## config.mk

```make
export PLATFORM = sky130hd
export DESIGN_NAME = io_bank
export DESIGN_NICKNAME = d
export VERILOG_FILES = /design/src/rtl/io_bank_pkg.sv /design/src/rtl/io_bank_input.sv /design/src/rtl/io_bank.sv
export SDC_FILE = /design/constraint.sdc
export NUM_CORES = 1
export LEC_CHECK = 0
export ABC_AREA = 0
export BUFFER_PORTS_ARGS = -buffer_cell sky130_fd_sc_hd__buf_4
export CORE_ASPECT_RATIO = 0.7
export CORE_UTILIZATION = 50
export DETAILED_ROUTE_END_ITERATION = 10
export PLACE_DENSITY = 0.74
export SLEW_MARGIN = 20
export SYNTH_ARGS = -nofsm -noshare
export SYNTH_HDL_FRONTEND = slang
export SYNTH_SLANG_ARGS = --single-unit
export TNS_END_PERCENT = 10
```

## constraint.sdc

```tcl
create_clock -name clk -period 12.3 [get_ports clk]
set_input_delay 3.075 -clock clk [delete_from_list [all_inputs] [get_ports clk]]
set_output_delay 3.075 -clock clk [all_outputs]
set_load 0.01 [all_outputs]
```

## src/rtl/io_bank_pkg.sv

```systemverilog
// Shared address-map helpers for the io_bank memory-mapped I/O register bank.
package io_bank_pkg;

  function automatic int addr_w(input int n_in, input int n_out);
    return $clog2(n_in + n_out + 1);
  endfunction

  function automatic int in_base();
    return 0;
  endfunction

  function automatic int out_base(input int n_in);
    return n_in;
  endfunction

  function automatic int evt_addr(input int n_in, input int n_out);
    return n_in + n_out;
  endfunction

endpackage

```

## src/rtl/io_bank_input.sv

```systemverilog
// One input channel: synchroniser, optional debounce filter, accepted value.
// Debounce filter is built when IO_BANK_DEBOUNCE_EN is defined.
module io_bank_input
  import io_bank_pkg::*;
#(
  parameter int WIDTH       = 16,
  parameter int SYNC_STAGES = 2,
  parameter int DEB_CYCLES  = 1000
) (
  input  logic             clk,
  input  logic             rst,
  input  logic [WIDTH-1:0] raw_i,
  output logic [WIDTH-1:0] val_o,
  output logic             changed_o
);

  logic [WIDTH-1:0] sync_q [SYNC_STAGES];
  logic [WIDTH-1:0] sync_out;
  logic [WIDTH-1:0] val_q;
  logic [WIDTH-1:0] val_d;

  always_ff @(posedge clk or posedge rst) begin
    if (rst) begin
      for (int k = 0; k < SYNC_STAGES; k++) sync_q[k] <= '0;
      val_q <= '0;
    end else begin
      sync_q[0] <= raw_i;
      for (int k = 1; k < SYNC_STAGES; k++) sync_q[k] <= sync_q[k-1];
      val_q <= val_d;
    end
  end

  assign sync_out = sync_q[SYNC_STAGES-1];

`ifdef IO_BANK_DEBOUNCE_EN
  localparam int            CW       = $clog2(DEB_CYCLES + 1);
  localparam logic [CW-1:0] CNT_LAST = CW'(DEB_CYCLES - 1);

  logic [CW-1:0]    cnt_q;
  logic [CW-1:0]    cnt_d;
  logic [WIDTH-1:0] prev_q;

  always_ff @(posedge clk or posedge rst) begin
    if (rst) begin
      cnt_q  <= '0;
      prev_q <= '0;
    end else begin
      cnt_q  <= cnt_d;
      prev_q <= sync_out;
    end
  end

  // Any wiggle, or agreement with the accepted value, restarts the stability count.
  always_comb begin
    val_d = val_q;
    cnt_d = cnt_q + 1'b1;
    if (sync_out != prev_q || sync_out == val_q) begin
      cnt_d = '0;
    end else if (cnt_q == CNT_LAST) begin
      val_d = sync_out;
      cnt_d = '0;
    end
  end
`else
  assign val_d = sync_out;
`endif

  // Combinational so the EVT bit sets on the same edge that val updates.
  assign changed_o = (val_d != val_q);
  assign val_o     = val_q;

endmodule

```

## src/rtl/io_bank.sv

```systemverilog
// Memory-mapped I/O bank: synchronised inputs, output registers, sticky W1C event register.
// Define IO_BANK_DEBOUNCE_EN to add a per-channel debounce filter on the inputs.
module io_bank
  import io_bank_pkg::*;
#(
  parameter  int WIDTH       = 16,
  parameter  int N_IN        = 2,
  parameter  int N_OUT       = 3,
  parameter  int SYNC_STAGES = 2,
  parameter  int DEB_CYCLES  = 1000,
  localparam int ADDR_W      = addr_w(N_IN, N_OUT)
) (
  input  logic                   clk,
  input  logic                   rst,
  input  logic [ADDR_W-1:0]      address,
  input  logic                   load,
  input  logic [WIDTH-1:0]       in,
  output logic [WIDTH-1:0]       out,
  input  logic [N_IN*WIDTH-1:0]  iIN,
  output logic [N_OUT*WIDTH-1:0] oOUT
);

  localparam int OUT_BASE = out_base(N_IN);
  localparam int EVT_ADDR = evt_addr(N_IN, N_OUT);

  logic [WIDTH-1:0] val [N_IN];
  logic [N_IN-1:0]  changed;
  logic [WIDTH-1:0] out_q [N_OUT];
  logic [WIDTH-1:0] out_d [N_OUT];
  logic [N_IN-1:0]  evt_q;
  logic [N_IN-1:0]  evt_d;
  logic             evt_wr;
  int               addr_i;

  assign addr_i = int'(address);

  for (genvar i = 0; i < N_IN; i++) begin : g_in
    io_bank_input #(
      .WIDTH       (WIDTH),
      .SYNC_STAGES (SYNC_STAGES),
      .DEB_CYCLES  (DEB_CYCLES)
    ) u_in (
      .clk       (clk),
      .rst       (rst),
      .raw_i     (iIN[i*WIDTH +: WIDTH]),
      .val_o     (val[i]),
      .changed_o (changed[i])
    );
  end

  always_comb begin
    for (int j = 0; j < N_OUT; j++) begin
      out_d[j] = out_q[j];
      if (load && addr_i == OUT_BASE + j) out_d[j] = in;
    end
  end

  // Set is OR-ed in after the clear so a same-cycle change is never lost.
  assign evt_wr = load && (addr_i == EVT_ADDR);
  assign evt_d  = (evt_q & ~(evt_wr ? in[N_IN-1:0] : '0)) | changed;

  always_ff @(posedge clk or posedge rst) begin
    if (rst) begin
      for (int j = 0; j < N_OUT; j++) out_q[j] <= '0;
      evt_q <= '0;
    end else begin
      for (int j = 0; j < N_OUT; j++) out_q[j] <= out_d[j];
      evt_q <= evt_d;
    end
  end

  for (genvar j = 0; j < N_OUT; j++) begin : g_out
    assign oOUT[j*WIDTH +: WIDTH] = out_q[j];
  end

  always_comb begin
    out = '0;
    for (int i = 0; i < N_IN; i++) begin
      if (addr_i == i) out = val[i];
    end
    for (int j = 0; j < N_OUT; j++) begin
      if (addr_i == OUT_BASE + j) out = out_q[j];
    end
    if (addr_i == EVT_ADDR) out[N_IN-1:0] = evt_q;
  end

endmodule

```

* Word-level counts from Yosys, hierarchy flattened *
Index checks and enable logic that the tools add are counted.
W data, S select, Z words.

cells by class
  add/sub/neg operators = 0
  $mul = 0
  divide/modulo/power cells = 0
  order comparisons = 0
  equality and inequality tests = 7
  shift operators = 0
  mux-type cells = 7
  bitwise gates (word level) = 3
  reduce and logical (&&, ||, !) cells = 5

operators by type and width
  kind                  count
  $mux W16              5
  $logic_not A32 Y1     1
  $ne A16 B16 Y1        2
  $eq A3 B3 Y1 const B  4
  $logic_and A1 B1 Y1   4
  $mux W2               2
  $eq A3 B2 Y1 const B  1
  $and A2 B2 Y2         1
  $not A2 Y2            1
  $or A2 B2 Y2          1

word-level totals
  bits in registers = 146
  latch bits = 0
  bits in writable memories = 0
  memory bits (read-only) = 0
  memories = 0

* Logic depth before layout (Yosys ltp) *
  word-level depth = 7
  mapped depth = 6
  depth with buffers taken out = 4

* By module *
Synthesis repeated with hierarchy kept, for this count alone.

second synthesis, totals
  cells, all modules = 333
  area total of the unflattened synthesis = 5,347.6 µm²

by module, submodules not included
  module         instances  cells each  area each (µm²)
  io_bank_input  2          70          1,376.3
  io_bank        1          193         2,595.0

* Least setup slack after synthesis *
Ideal clock, no wire load.

  path kind = input-to-output
  start = in address[1]
  end = out out[10]
  arrival = 4.060 ns
  required time = 9.225 ns
  slack = 5.165 ns
  stages on the path = 5
  path through = buf_4 nor2b_1 buf_2 a22oi_1 o22ai_1

between the ends
  word-level cells in the longest chain between the ends = 6
  elaborated cells between the ends (all ways) = 10

RTL lines
  element                RTL line       RTL
  start, declared        io_bank.sv:15  input logic [ADDR_W-1:0] address,
  $logic_not A32 Y1      io_bank.sv:79  if (addr_i == i) out = val[i];
  $mux W16 (2 in a row)  io_bank.sv:79
  $mux W16 (2 in a row)  io_bank.sv:82  if (addr_i == OUT_BASE + j) out = out_q[j];
  $mux W16 (*)           io_bank.sv:82
  end, declared          io_bank.sv:18  output logic [WIDTH-1:0] out,

Every way passes the cells marked *; elsewhere a longest branch is shown, timed or not.

* Final worst setup path *
  start = in address[2]
  end = out out[13]

Same word-level chain as after synthesis.

==> results.md <==
Run status:
- The flow ran to the end, but the final reports show violations.
- The final reports fail on design-rule violations.

Floorplan:
- The initial utilization of the core area, before any placement, comes to 51.6%.
- The die extent in x is 126 um.
- The region available for standard cell placement spans 0.0104 mm2.
- The count of pins on the block boundary is 118.
- The standard-cell row count is 31.
- The height of the die is 88.5 um.
- The die covers 0.0111 mm2.

Yosys:
- The distinct cell type count of the synthesized netlist is 29.
- The number of nets handed over by synthesis was 387.
- The part of the Yosys area used for sequential elements is 68.3%.
- Synthesis inferred 146 register bits.
- The synthesized netlist occupies a cell area of 0.00535 mm2.
- A synthesized cell averages 16.1 um2.
- Synthesis handed over a netlist of 333 instances.
- Yosys printed 0 warnings.

GRT:
- The wire length of the first global-routing pass is 18800 um.
- Entering global routing, the biggest net connects 76 pins.
- The number of global-route vias before repair is 3314.
- The global router's overall resource usage is 23.6%.
- The number of antenna violations at the first check in global routing came to 0.
- The total congestion overflow after global routing is 0.

Final layout:
- The count of nets after finishing is 509.
- The number of antenna diodes in the final layout is 0.
- In the layout the commonest cells are sky130_fd_sc_hd__dfrtp_1 (146), sky130_fd_sc_hd__buf_4 (120), sky130_fd_sc_hd__mux2_1 (39), sky130_fd_sc_hd__a22oi_1 (22), sky130_fd_sc_hd__mux2_4 (20).
- Relative to the synthesized area, the layout overhead comes to 28.6%.
- Of the cells placed in the final design, the portion with a size suffix greater than 1 is 37.3%.
- The post-route standard cell area excluding fillers is 0.00688 mm2.
- After filler insertion, the fill cell instance count of the layout stands at 752.
- The number of cells in the finished layout apart from fillers is 598.
- The most common cell after layout, fill and taps aside is sky130_fd_sc_hd__dfrtp_1.

Clocking:
- Buffers inserted to repair hold after CTS numbered 0.
- The clock-pin slew on the worst setup and hold paths is 0.05 ns.
- The number of buffers between clock root and the deepest sink is 2.
- CTS saw 146 sinks.
- Buffers added to address setup during post-CTS repair amount to 0.
- TritonCTS built the clock tree.
- TritonCTS created 17 clock buffers.
- At the later pin of the worst-skew pair, clock insertion delay measures 0.40 ns.
- The tree is rooted in a sky130_fd_sc_hd__clkbuf_16.
- Once the clock tree was built, the resizer swapped 0 gates to a different size.
- The clock tree synthesis step divided the H-tree into 4 levels.

Routing:
- After detailed routing, the average wire length per cell comes to 20.2 um.
- The pre-antenna-repair detailed-routing pass consisted of 8 iterations.
- After detailed routing, the number of remaining DRC violations is 8.
- The starting DRC count in detailed routing is 279.
- For this block, the routed nets add up to 12100 um of wire.
- After detailed routing, the number of vias per cell comes to 5.41.
- The remaining number of nets flagged by the antenna check after routing is 0.
- Across all layers, the routed design uses 3233 vias.

Power and ir drop:
- The worst ir drop on vdd is 0.0990 mV.
- Summed over all cells, the static leakage comes to 0.00315 uW.
- Power spread over the standard cell area amounts to 183 mW/mm2.
- The design draws 1260 uW.

Job:
- The reported max-cap violation count is 0.

Critical path:
- The maximum single-stage delay on the critical path is 0.65 ns.
- In this run the worst setup path terminates at out[13].
- The worst setup path is launched from an input port.
- The setup slack of the most critical reg-to-reg path is 10.96 ns.
- The highest net fanout along the worst path is 24.
- For the worst setup path, the data required time is 9.22 ns.
- The worst setup path is captured at an output port.
- Traced cell by cell, the critical path runs through buf_4, nor2b_1, buf_4, a22oi_1, o22ai_1, buf_4.
- Data arrives at the worst endpoint at 4.76 ns.
- The master of the slowest instance on the critical path is sky130_fd_sc_hd__nor2b_1.
- The worst register-to-register path ends at evt_q[1]$_DFF_PP0_.
- Counting stages on the worst path, the most repeated cell is sky130_fd_sc_hd__buf_4.
- The launching instance or port of the critical path is address[2].
- The beginning of the worst register-to-register path is g_in[1].u_in.val_o[10]$_DFF_PP0_.
- The worst setup path is of the input port to output port kind.
- The depth of the most critical reg-to-reg path is 4.

STA:
- The slew at the pin closest to its max-slew limit is 0.912 ns.
- The setup violation total in the final timing report is 0.
- Dividing the final minimum period by the clock period gives 63.7%.
- The final max-slew violation count is 0.
- The clock period could shrink to 7.83 ns.
- The hold violation count in the final report came to 0.
- The clock arrives with 0.00644 ns of skew.
- Setup repair after global routing left no endpoint under its margin.
- Setup total negative slack on the finished layout was measured at 0 ns.
- The worst pin sits at a relative slew slack of 39.2%.
- Across all hold checks on the routed design, the worst slack comes to 0.343 ns.
- The upper clock frequency limit is 128 MHz.

Placement:
- At the end of routability-driven placement, the weighted congestion stood at 0.767.
- In this run the tool buffered the top-level ports with 117 buffer cells.
- The number of placed cells counting well taps is 568.
- The instance area after placement is 0.00632 mm2.
- Summed over all nets, the half-perimeter wirelength after detailed placement is 7980 um.

Hold path:
- The path type of the worst min-delay path is register to register.
## cells in the mapped netlist
cell type,n,area [um2]
sky130_fd_sc_hd__dfrtp_1,146,3650
sky130_fd_sc_hd__mux2_1,39,439
sky130_fd_sc_hd__a22oi_1,22,165
sky130_fd_sc_hd__mux2_4,20,300
sky130_fd_sc_hd__xnor2_1,16,140
sky130_fd_sc_hd__xor2_1,16,140
sky130_fd_sc_hd__o22ai_1,11,68.8
sky130_fd_sc_hd__nand4_1,6,37.5
sky130_fd_sc_hd__buf_2,5,25.0
sky130_fd_sc_hd__clkbuf_1,5,18.8
sky130_fd_sc_hd__nand3_1,5,25.0
sky130_fd_sc_hd__o21ai_1,5,25.0
sky130_fd_sc_hd__inv_1,4,15.0
sky130_fd_sc_hd__nor4_1,4,25.0
sky130_fd_sc_hd__buf_4,3,22.5
sky130_fd_sc_hd__buf_6,3,33.8
sky130_fd_sc_hd__mux4_2,3,67.6
sky130_fd_sc_hd__nor2b_1,3,18.8
sky130_fd_sc_hd__a211oi_1,2,15.0
sky130_fd_sc_hd__a21oi_1,2,10.0
sky130_fd_sc_hd__a22o_1,2,17.5
sky130_fd_sc_hd__a32oi_1,2,17.5
sky130_fd_sc_hd__mux2i_1,2,20.0
sky130_fd_sc_hd__nor2_1,2,7.51
sky130_fd_sc_hd__and3_1,1,6.26
sky130_fd_sc_hd__and3b_1,1,8.76
sky130_fd_sc_hd__buf_1,1,3.75
sky130_fd_sc_hd__nand3_2,1,10.0
sky130_fd_sc_hd__nor2_4,1,11.3
## worst max-delay path: cells and delay by family
kind	cells	cell delay, ns
buffers and inverters	3	0.73
and+or+nand+nor	1	0.65
AOI/OAI and AO/OA	2	0.29
## power breakdown
part / switching [uW] / internal (uW) / leakage [uW] / total [uW]
logic: 84.3 / 111 / 0.00115 / 196
registers: 44.7 / 532 / 0.00171 / 577
clock network: 179 / 311 / 0.000280 / 490
total: 308 / 954 / 0.00315 / 1260
## through the flow
step           utilization (%)  setup WS, ns
2_1_floorplan                -          5.17
3_3_place_gp              61.0          4.67
3_5_place_dp              61.0          4.55
4_1_cts                   66.4          4.53
5_1_grt                   66.4          4.41
6_report                  66.4          4.47
## state kept, by name, indices dropped and copies added (netlist names)
signal,flops
g_in.u_in.sync_q,32
evt_q,2
g_in.u_in.val_o,32
g_in.u_in.sync_out,32
oOUT,48
## worst min path at each step
stage | slack (ns) | cells past startpoint | end | start
5_1_grt | 0.35 | 0 | g_in[1].u_in.sync_out[12]$_DFF_PP0_ | g_in[1].u_in.sync_q[28]$_DFF_PP0_
3_5_place_dp | 0.33 | 0 | g_in[0].u_in.sync_out[15]$_DFF_PP0_ | g_in[0].u_in.sync_q[31]$_DFF_PP0_
6_report | 0.34 | 0 | g_in[0].u_in.sync_out[2]$_DFF_PP0_ | g_in[0].u_in.sync_q[18]$_DFF_PP0_
2_1_floorplan | 0.33 | 0 | g_in[0].u_in.sync_out[0]$_DFF_PP0_ | g_in[0].u_in.sync_q[16]$_DFF_PP0_
4_1_cts | 0.35 | 0 | g_in[0].u_in.sync_out[2]$_DFF_PP0_ | g_in[0].u_in.sync_q[18]$_DFF_PP0_
3_3_place_gp | 0.33 | 0 | g_in[1].u_in.sync_out[1]$_DFF_PP0_ | g_in[1].u_in.sync_q[17]$_DFF_PP0_
## cells by family (layout without fill, tap and decap cells)
family / Yosys count / after routing / synth area share (%)
flops: 146 / 146 / 68.3
mux: 64 / 64 / 15.5
compound gates: 46 / 46 / 5.96
simple gates: 24 / 24 / 2.81
buf+inv: 21 / 154 / 2.22
xor+xnor: 32 / 32 / 5.24
## layer usage
metal	wire (um)	track usage (%)	vias to the layer above
li1	-	-	1436
met1	5380	33.0	1642
met2	5600	35.5	147
met3	1030	7.38	8
met4	89	7.98	0
met5	0	0	-
## layout make-up
type | instances | area, um2 | area share (%)
Inverter | 4 | 20.0 | 0.291
Timing Repair Buffer | 120 | 901 | 13.1
Clock inverter | 6 | 80.1 | 1.16
Sequential cell | 146 | 3650 | 53.1
Multi-Input combinational cell | 166 | 1580 | 22.9
Tap cell | 132 | 165 | 2.40
Clock buffer | 24 | 482 | 7.00
No activity file was read; power rests on OpenSTA's default activity.
